==> src/rtl/dir_input_ctrl.sv <==
// Direction input controller: synchronises and debounces four push-buttons and steers the snake heading.
// Optional macro DIR_REVERSE_BLOCK_EN rejects 180-degree reversals on move_tick.
module dir_input_ctrl #(
    parameter int DEBOUNCE_CYCLES = 20000
) (
    input  logic       clk,
    input  logic       clear,
    input  logic [3:0] btn_raw,
    input  logic       move_tick,
    output logic [3:0] direction,
    output logic       dir_changed,
    output logic [3:0] btn_press
);

    localparam int CW = $clog2(DEBOUNCE_CYCLES + 1);
    localparam logic [CW-1:0] CNT_LAST = CW'(DEBOUNCE_CYCLES - 1);

    localparam logic [3:0] DIR_UP    = 4'b1000;
    localparam logic [3:0] DIR_RIGHT = 4'b0100;
    localparam logic [3:0] DIR_LEFT  = 4'b0010;
    localparam logic [3:0] DIR_DOWN  = 4'b0001;

    logic [3:0]    sync1;
    logic [3:0]    sync2;
    logic [3:0]    db;
    logic [3:0]    db_d;
    logic [CW-1:0] cnt [4];

    logic [3:0] pending;
    logic [3:0] dir_d;
    logic [3:0] winner;
    logic [3:0] opposite;
    logic       req_ok;
    logic       take;

    // Front end: two-flop synchroniser, per-button debounce, rising-edge pulse
    always_ff @(posedge clk) begin
        if (clear) begin
            sync1     <= '0;
            sync2     <= '0;
            db        <= '0;
            db_d      <= '0;
            btn_press <= '0;
            for (int i = 0; i < 4; i++) begin
                cnt[i] <= '0;
            end
        end else begin
            sync1     <= btn_raw;
            sync2     <= sync1;
            db_d      <= db;
            btn_press <= db & ~db_d;
            for (int i = 0; i < 4; i++) begin
                if (sync2[i] == db[i]) begin
                    cnt[i] <= '0;
                end else if (cnt[i] == CNT_LAST) begin
                    db[i]  <= ~db[i];
                    cnt[i] <= '0;
                end else begin
                    cnt[i] <= cnt[i] + CW'(1);
                end
            end
        end
    end

    always_comb begin
        winner = '0;
        priority case (1'b1)
            btn_press[3]: winner = DIR_UP;
            btn_press[2]: winner = DIR_RIGHT;
            btn_press[1]: winner = DIR_LEFT;
            btn_press[0]: winner = DIR_DOWN;
            default:      winner = '0;
        endcase
    end

    // UP<->DOWN and RIGHT<->LEFT are mirror bit positions
    assign opposite = {direction[0], direction[1], direction[2], direction[3]};

`ifdef DIR_REVERSE_BLOCK_EN
    assign req_ok = (pending != opposite);
`else
    assign req_ok = 1'b1;
`endif

    assign take = move_tick && (pending != '0) && req_ok;

    always_ff @(posedge clk) begin
        if (clear) begin
            direction   <= DIR_UP;
            dir_d       <= DIR_UP;
            dir_changed <= 1'b0;
            pending     <= '0;
        end else begin
            dir_d       <= direction;
            dir_changed <= (direction != dir_d);
            if (take) begin
                direction <= pending;
            end
            // A press landing with move_tick is stored after the tick uses the old request
            if (btn_press != '0) begin
                pending <= winner;
            end else if (move_tick) begin
                pending <= '0;
            end
        end
    end

endmodule

==> config.mk <==
export PLATFORM = sky130hd
export DESIGN_NAME = dir_input_ctrl
export DESIGN_NICKNAME = d
export VERILOG_FILES = /design/src/rtl/dir_input_ctrl.sv
export SDC_FILE = /design/constraint.sdc
export NUM_CORES = 1
export LEC_CHECK = 0
export BUFFER_PORTS_ARGS = -buffer_cell sky130_fd_sc_hd__buf_2
export CORE_ASPECT_RATIO = 1.2
export CORE_MARGIN = 4
export CORE_UTILIZATION = 60
export CTS_CLUSTER_DIAMETER = 60
export DETAILED_ROUTE_END_ITERATION = 12
export HOLD_SLACK_MARGIN = 0.06
export PLACE_DENSITY = 0.81
export SLEW_MARGIN = 5
export SYNTH_ARGS = -nofsm -noshare
export SYNTH_HDL_FRONTEND = slang
export SYNTH_SLANG_ARGS = --single-unit
==> constraint.sdc <==
create_clock -name clk -period 4.2 [get_ports clk]
set_clock_uncertainty 0.2 [all_clocks]
set_input_delay 1.05 -clock clk [delete_from_list [all_inputs] [get_ports clk]]
set_output_delay 1.05 -clock clk [all_outputs]
set_load 0.01 [all_outputs]
Yosys cells after proc, flatten, opt, wreduce, memory -nomap -nowiden
Memories as Yosys holds them, arrays and structs flattened.
Cells that the tools add are included.

cells by class
  $add $sub $neg = 4
  eq/ne operators = 9
  mux-type cells = 64
  bitwise logic cells = 22
  reduce and logical (&&, ||, !) cells = 8

operators with widths
  cell                     count
  $mux W15                 12
  $add A15 B1 Y15 const B  4
  $eq A15 B15 Y1 const B   4
  $mux W1                  47
  $mux W4                  3
  $or A1 B1 Y1             12
  $not A1 Y1               8
  $reduce_and A2 Y1        4
  $reduce_bool A4 Y1       2
  $and A4 B4 Y4            1
  $eq A1 B1 Y1             4
  $ne A4 B4 Y1             1
  $not A4 Y4               1
  $mux W3                  1
  $mux W2                  1
  $reduce_bool A2 Y1       1
  $logic_and A1 B1 Y1      1

storage, ports and cells
  register bits = 33
  bits in writable memories = 60
  output and inout port bits = 9
  word-level logic and storage cells = 120
  memories kept = 1

memory list
  memory  depth  width  read ports  clocked after memory_dff  write ports  line  source
  cnt     4      15     4           0                         4            27    logic [CW-1:0] cnt [4];

Longest topological paths before layout
Gate-level depths: netlist of run 1.
An unclocked memory read counts as a cell.

  depth in word-level cells = 8
  gate-level depth with buffers = 7
  mapped depth without buffers = 5

Worst setup path after synthesis of run 1
Ideal clock, no wire load.

  path type = input to register
  from = input move_tick
  to = register direction[3]
  setup time = 122 ps
  data arrival time = 1713 ps
  path slack = 2165 ps
  cell stages on the path = 3
  buffers on the path = 1
  cell sequence = clkbuf_1 > o41ai_1 > a221o_1

on the way
  longest elaborated chain between the ends = 1

RTL lines
  item                  line  source
  start, declared       9     input logic move_tick,
  $logic_and A1 B1 Y1   85    assign take = move_tick && (pending != '0) && req_ok;
  end signal, assigned  97    direction <= pending;
  end, declared         10    output logic [3:0] direction,

No other way between the ends.
A chain may end at the register's enable or synchronous reset.

==> results_dict.tcl, run 1 <==
set metrics [dict create \
    viasPerCell 5.26 \
    max_cap_viol_count 0 \
    wl_per_cell_um 12.7 \
    cts_tree "yes" \
    port_buffers 15 \
    num_rows 33 \
    crit_required_ps 4090 \
    run_status "completed" \
    crit_chain "buf_2, nand2b_1, nand2b_1, nor2_1" \
    min_period_ps 2350 \
    n_fill_cell 526 \
    postCtsHoldBufs 0 \
    netlist_area_mm2 0.00430 \
    gp_congestion 0.800 \
    fmax_ghz 0.425 \
    track_usage_pct 17.8 \
    final_util_pct 70.1 \
    dr.first_iter.drc_count 148 \
    peakVddDrop_mv 0.180 \
    tns_ps 0 \
    slew_headroom_pct 56.5 \
    cp_max_fo 32 \
    max_stage_delay_ps 440 \
    fp.dieW_um 85.3 \
    synthCells 401 \
    async_flop_share_pct 0 \
    grt_max_degree 33 \
    grt.overflow.total 0 \
    yosysSeqAreaShare_pct 57.3 \
    synth_edf_count 60 \
    dp_hpwl_um 5140 \
    cp_common_cell "nand2b_1" \
    post-cts-setup-buffers 0 \
    wirelength_um 7200 \
    mostFrequentLayoutCells "68 x nor2_1, 60 x edfxtp_1, 60 x conb_1" \
    cts_max_path_buffers 2 \
    die_area_mm2 0.00859 \
    die_h_um 101 \
    hp-class "reg -> reg" \
    slew_violations 0 \
    cp_top_family "simple AND/OR/NAND/NOR gates" \
    yosys.area.top_type_share_pct 41.9 \
    grt_pass1_vias 2874 \
    initial_utilization_pct 62.3 \
    final_cells 567 \
    fin_crit_sh_pct 56.0 \
    htreeDepth 3 \
    cp.arrival_ps 2240 \
    grt_pass1_wl_um 12300 \
    diodes 0 \
    crit_type "in -> reg" \
    syn_avg_cell_area_um2 10.7 \
    p_leak_uw 0.00174 \
    route.detailed.drc 0 \
    grt_antenna_before_repair 0 \
    rsz0062_at_grt "no" \
    path_buf_inv 1 \
    synth_area_leader_cell "edfxtp_1" \
    cts_made_buffers 9 \
    core_area_mm2 0.00690 \
    slowest_stage "nand2b_1" \
    ant_nets 0 \
    drive_gt1_share_pct 6.25 \
    end_kind "register" \
    nNetsFinal 486 \
    ys_types 38 \
    synth_flop_cell "edfxtp_1" \
    power_density_mw_per_mm2 342 \
    final_common_cell "nor2_1" \
    setup_viol 0 \
    yosysWarnings 0 \
    cts-resized-gates 0 \
    ios 16 \
    vias 2982 \
    yosys-top-cells-area "edfxtp_1 42%, dfxtp_1 15%, xnor2_1 7.5%, nor2_1 5.9%, xor2_1 4.3%" \
    root_buffer "clkbuf_8" \
    drt_first_pass_iters 4 \
    insertion_delay_ps 350 \
    place_inst 551 \
    startpoint_type "input pin" \
    hold_violations 0 \
    area_growth_pct 12.5 \
    clkSinkCount 93 \
    cts.reportedPaths.clkPinSlew_ps 90 \
    ys_ff_latch 93 \
    tightest_slew_ps 644 \
]
[path summary, 6_finish.rpt]
path / slack, ps / to / from / depth (start not counted)
hold reg to reg: 180 / btn_press[2] / db_d[2] / 1
setup reg to reg: 1920 / cnt[1][13] / cnt[1][0] / 5
hold / removal: 180 / btn_press[2] / db_d[2] / 1
setup / recovery: 1850 / cnt[2][9] / clear / 4
[power by group]
part           leakage (uW)  internal, uW  switching [uW]
registers          0.000886          1000            31.8
logic              0.000768          26.6            38.4
clock network     0.0000905           267             291
[cell type report]
type,count,area (um2),area share [%]
Tap cell,87,109,2.25
Timing Repair Buffer,15,75.1,1.55
Inverter,11,41.3,0.854
Clock inverter,1,3.75,0.0777
Multi-Input combinational cell,345,1960,40.6
Clock buffer,15,178,3.68
Sequential cell,93,2460,50.9
[through the flow]
step                      hold WS (ps)  cell area (um2)  setup WS [ps]  total power [uW]
after floorplan                    167             4520           2170              1100
after global routing               202             4830           1700              1710
after detailed placement           175             4650           1460              1110
after CTS                          186             4830           1840              1660
final                              183             4830           1850              1660
after global placement             173             4650           1520              1110
[kinds of logic after synthesis]
group	Yosys count	synth area share, %
and+or+nand+nor	205	24.7
buffers and inverters	22	2.15
DFF	93	57.3
AOI/OAI and AO/OA	15	2.13
adders and majority gates	4	1.16
xor gates and xnor gates	58	11.8
other	1	0.0873
muxes	3	0.699
[synth_stat cells (2+ instances only)]
library cell / count
xnor2_1: 37
nand2_1: 19
a21oi_1: 7
inv_1: 11
clkbuf_1: 5
nor4b_1: 4
nor2b_1: 21
and4_1: 2
o21ai_0: 3
dfxtp_1: 33
xor2_1: 21
nor4bb_1: 2
mux2i_1: 3
nor2_1: 68
and3_1: 6
nand2b_1: 7
nand4_1: 20
ha_1: 4
edfxtp_1: 60
nor4_1: 11
buf_2: 5
nor3_1: 15
nand3_1: 22
[registers in the layout (all words and copies together) (netlist names)]
register,cells
dir_changed,1
db_d,4
btn_press,4
direction,4
sync2,4
db,4
sync1,4
pending,4
dir_d,4
cnt,60
[routing by layer]
layer  global-route usage (%)  vias up  share of wire (%)
li1                         -     1503                  -
met1                     22.0     1396                 45
met2                     30.0       72                 49
met3                     4.17       11                4.3
met4                     7.43        0                1.4
met5                        0        -                  0
(Power assumes the default switching activity.)
==> run 2, diff against run 1 <==
- clock period: 4.2 -> 2.2 ns (I/O delays scaled with it)
==> run 2 against run 1 <==
  * Flip-flop and latch count unchanged
  * Clock power increased by 120%
  * Global-route usage increased by 0.88 points
  * Die area unchanged
  * Combinational power increased by 97%
  * Register-to-register slack got worse by 1800 ps
  * Count of clock-buffer cells in the layout decreased by 5
  * First-iteration DRC count decreased by 14%
  * Cell count increased by 0.88%
==> results_dict.tcl, run 2 (synthesis results as in run 1) <==
set metrics [dict create \
    run_status "completed" \
    hold_violations 0 \
    max_cap_viol_count 0 \
    grt_pass1_wl_um 12900 \
    htreeDepth 3 \
    fp.dieW_um 85.3 \
    setup_viol 0 \
    nNetsFinal 491 \
    wirelength_um 7300 \
    die_area_mm2 0.00859 \
    ant_nets 0 \
    slew_headroom_pct 54.7 \
    post-cts-setup-buffers 0 \
    track_usage_pct 18.7 \
    diodes 0 \
    met3_usage_pct 2.94 \
    seqCellArea_mm2 0.00246 \
    vias 3035 \
    wl_per_cell_um 12.8 \
    initial_utilization_pct 62.3 \
    gp_congestion 0.822 \
    cts-resized-gates 0 \
    cts_max_path_buffers 2 \
    fin_crit_sh_pct 93.6 \
    route.detailed.drc 0 \
    root_buffer "clkbuf_8" \
    place_inst 556 \
    crit_type "reg -> reg" \
    n_fill_cell 518 \
    end_kind "register" \
    final_cells 572 \
    grt_antenna_before_repair 0 \
    rsz0062_at_grt "no" \
    cts_tree "yes" \
    ios 16 \
    grt_max_degree 18 \
    multi_input_area_mm2 0.00196 \
    grt-busiest-layer "met2" \
    tns_ps 0 \
    die_h_um 101 \
    port_buffers 15 \
    p_leak_uw 0.00178 \
    cp_max_fo 14 \
    cts.reportedPaths.clkPinSlew_ps 90 \
    fmax_ghz 0.486 \
    cts_made_buffers 9 \
    largest_reg_flops 60 \
    drt_first_pass_iters 5 \
    insertion_delay_ps 350 \
    peakVddDrop_mv 0.426 \
    grt.overflow.total 0 \
    min_period_ps 2060 \
    hp-class "reg -> reg" \
    final_common_cell "nor2_1" \
    tightest_slew_ps 670 \
    mostFrequentLayoutCells "68 x nor2_1, 60 x edfxtp_1, 60 x conb_1" \
    dr.first_iter.drc_count 128 \
    use_met1_pct 22.9 \
    cp.arrival_ps 1960 \
    viasPerCell 5.31 \
    drive_gt1_share_pct 7.84 \
    dp_hpwl_um 5210 \
    core_area_mm2 0.00690 \
    postCtsHoldBufs 0 \
    crit_required_ps 2100 \
    clkSinkCount 93 \
    startpoint_type "register" \
    slew_violations 0 \
    power_density_mw_per_mm2 679 \
    use_met2_pct 31.9 \
    grt_pass1_vias 3016 \
    area_growth_pct 14.1 \
    num_rows 33 \
    regMostFlops "cnt" \
]
==> run 2: worst paths after layout <==
| path | start | end | slack [ps] | cells after the start |
|---|---|---|---|---|
| hold / removal | db_d[3] | btn_press[3] | 190 | 1 |
| setup reg to reg | cnt[0][0] | cnt[0][7] | 140 | 5 |
| setup / recovery | cnt[0][0] | cnt[0][7] | 140 | 5 |
| hold reg to reg | db_d[3] | btn_press[3] | 190 | 1 |
==> run 2: worst max-delay path, stage by stage (launching register included) <==
cell and delay (ps):
edfxtp_1 430, ha_1 230, and3_1 240, nand4_1 180
nand2_1 410, nor2_1 120
==> run 2: metrics by stage <==
stage               util (%)  hold WS, ps  setup WS [ps]  power, uW  instance area (um2)
global route            71.1          192           13.0       3460                 4900
global placement        68.0          172            263       2130                 4690
floorplan                  -          167            232       2100                 4520
detailed placement      68.0          182            174       2130                 4690
CTS                     71.1          188            145       3340                 4900
finish                  71.1          187            141       3330                 4900
==> run 2: where the power goes <==
part | total, uW | internal (uW) | leakage, uW | switching, uW
clock | 1230 | 641 | 0.000101 | 589
combinational | 128 | 54.2 | 0.000791 | 74.0
sequential | 1970 | 1910 | 0.000886 | 61.2
total | 3330 | 2600 | 0.00178 | 724
==> run 2: final cells by class <==
| cell class | count | area share, % |
|---|---|---|
| flip-flops and latches | 93 | 50.2 |
| multi-input cells | 345 | 40.1 |
| inverters | 11 | 0.842 |
| clock inverters | 6 | 1.79 |
| well taps | 87 | 2.22 |
| repair buffers | 20 | 2.30 |
| clock buffers | 10 | 2.60 |
==> run 2: metal layers <==
metal | vias up | wire (um)
met5 | - | 0
met1 | 1445 | 3190
li1 | 1512 | -
met2 | 63 | 3680
met4 | 0 | 173
met3 | 15 | 251
==> run 3, diff against run 2 <==
- BUFFER_PORTS_ARGS: -buffer_cell sky130_fd_sc_hd__buf_2 -> -buffer_cell sky130_fd_sc_hd__buf_4
- SLEW_MARGIN: 5 -> 20
- clock period: 2.2 -> 2.6 ns (I/O delays scaled with it)
==> run 3 against run 2 <==
  * Power decreased by 14%
  * Clock power decreased by 11%
  * Largest cell class unchanged
  * Critical path type unchanged
  * Register-to-register slack improved by 200 ps
  * Largest power group unchanged
  * Critical path depth unchanged
  * Sequential power decreased by 15%
  * Combinational power decreased by 18%
  * Sequential share of layout area decreased by 0.14 points
  * Cell count decreased by 0.87%
  * Critical endpoint is now cnt[1][10]
  * Die area unchanged
  * Fmax decreased by 8.9%
  * First-iteration DRC count decreased by 9.4%
==> results_dict.tcl, run 3 (synthesis results as in run 1) <==
set metrics [dict create \
    run_status "completed" \
    cts-resized-gates 0 \
    tns_ps 0 \
    hold_path_depth 1 \
    nNetsFinal 486 \
    gp_congestion 0.849 \
    initial_utilization_pct 62.3 \
    dr.first_iter.drc_count 116 \
    tightest_slew_ps 700 \
    route.detailed.drc 0 \
    clkSinkCount 93 \
    cp.arrival_ps 2160 \
    grt_antenna_before_repair 0 \
    die_area_mm2 0.00859 \
    ios 16 \
    postCtsHoldBufs 0 \
    setup_viol 0 \
    wirelength_um 6730 \
    cts_made_buffers 9 \
    die_h_um 101 \
    drt_first_pass_iters 4 \
    final_util_pct 71.3 \
    fmax_ghz 0.442 \
    diodes 0 \
    p_clk_share_pct 38.4 \
    viasPerCell 5.23 \
    area_growth_pct 14.4 \
    final_common_cell "nor2_1" \
    slew_violations 0 \
    regMostFlops "cnt" \
    fp.dieW_um 85.3 \
    wl_per_cell_um 11.9 \
    hold_violations 0 \
    cts_max_path_buffers 2 \
    grt_max_degree 33 \
    max_cap_viol_count 0 \
    intPower_uw 2290 \
    cts.reportedPaths.clkPinSlew_ps 90 \
    grt_pass1_wl_um 11900 \
    power_density_mw_per_mm2 584 \
    largest_reg_flops 60 \
    port_buffers 15 \
    slew_headroom_pct 52.7 \
    crit_type "reg -> reg" \
    holdWs_ps 186 \
    p_leak_uw 0.00177 \
    root_buffer "clkbuf_8" \
    hp-class "reg -> reg" \
    post-cts-setup-buffers 0 \
    ant_nets 0 \
    min_period_ps 2260 \
    power_frac_comb_pct 3.7 \
    grt.overflow.total 0 \
    pwr-share-seq_pct 58.0 \
    startpoint_type "register" \
    mostFrequentLayoutCells "68 x nor2_1, 60 x edfxtp_1, 60 x conb_1" \
    cp_max_fo 13 \
    reg2reg_depth 5 \
    num_rows 33 \
    cts_tree "yes" \
    swShare_pct 20.3 \
    vias 2966 \
    switching_power_uw 582 \
    fin_crit_sh_pct 86.9 \
    crit_required_ps 2500 \
    drive_gt1_share_pct 6.46 \
    rsz0062_at_grt "no" \
    core_area_mm2 0.00690 \
    setup_ws_ps 339 \
    place_ws_ps 349 \
    grt_pass1_vias 2830 \
    insertion_delay_ps 350 \
    peakVddDrop_mv 0.377 \
    end_kind "register" \
    track_usage_pct 17.1 \
    dp_hpwl_um 4800 \
    htreeDepth 3 \
]
[run 3: changes by cell type in the layout (fill, tap and decap cells not counted), sizes merged]
| cell | before | now |
|---|---|---|
| clkinvlp | 2 | 0 |
| bufinv | 2 | 3 |
| buf | 20 | 15 |
| inv | 12 | 11 |
| clkinv | 1 | 3 |
[run 3: power by group through the flow]
stage / sequential (uW) / combinational [uW] / clock [uW]
final: 1670 / 105 / 1100
after global routing: 1670 / 122 / 1180
after CTS: 1660 / 103 / 1130
after detailed placement: 1700 / 103 / 0
after global placement: 1700 / 101 / 0
after floorplan: 1680 / 88.0 / 0
[run 3: worst max-delay path, stage by stage (launching register included)]
cell	delay, ps
edfxtp_1	450
ha_1	340
nor4b_1	280
nand4_1	200
nand2b_1	420
nor2_1	110
[run 3: layer usage]
metal  track usage, %  up-vias  routed length, um
li1                 -     1501                  -
met3             3.60       11                269
met2             28.5       57               3170
met4             8.53        0                168
met1             21.2     1397               3120
met5                0        -                  0
[run 3: final timing paths]
kind              from  slack [ps]      endpoint
max          cnt[1][0]         340    cnt[1][10]
min            db_d[0]         190  btn_press[0]
max reg2reg  cnt[1][0]         340    cnt[1][10]
min reg2reg    db_d[0]         190  btn_press[0]
[run 3: area by class of cell]
| cell class | instances | area (um2) |
|---|---|---|
| clock buffer | 10 | 128 |
| inverter | 11 | 41.3 |
| fill | 498 | 1980 |
| sequential | 93 | 2460 |
| multi-input combinational | 345 | 1960 |
| clock inverter | 6 | 101 |
| tap | 87 | 109 |
| timing repair buffer | 15 | 113 |
[run 3: through the flow]
stage	cell area (um2)	cells	power, uW
after floorplan	4520	460	1770
after global placement	4690	551	1800
after detailed placement	4690	551	1800
after CTS	4920	567	2900
after global routing	4920	567	2980
final	4920	567	2870
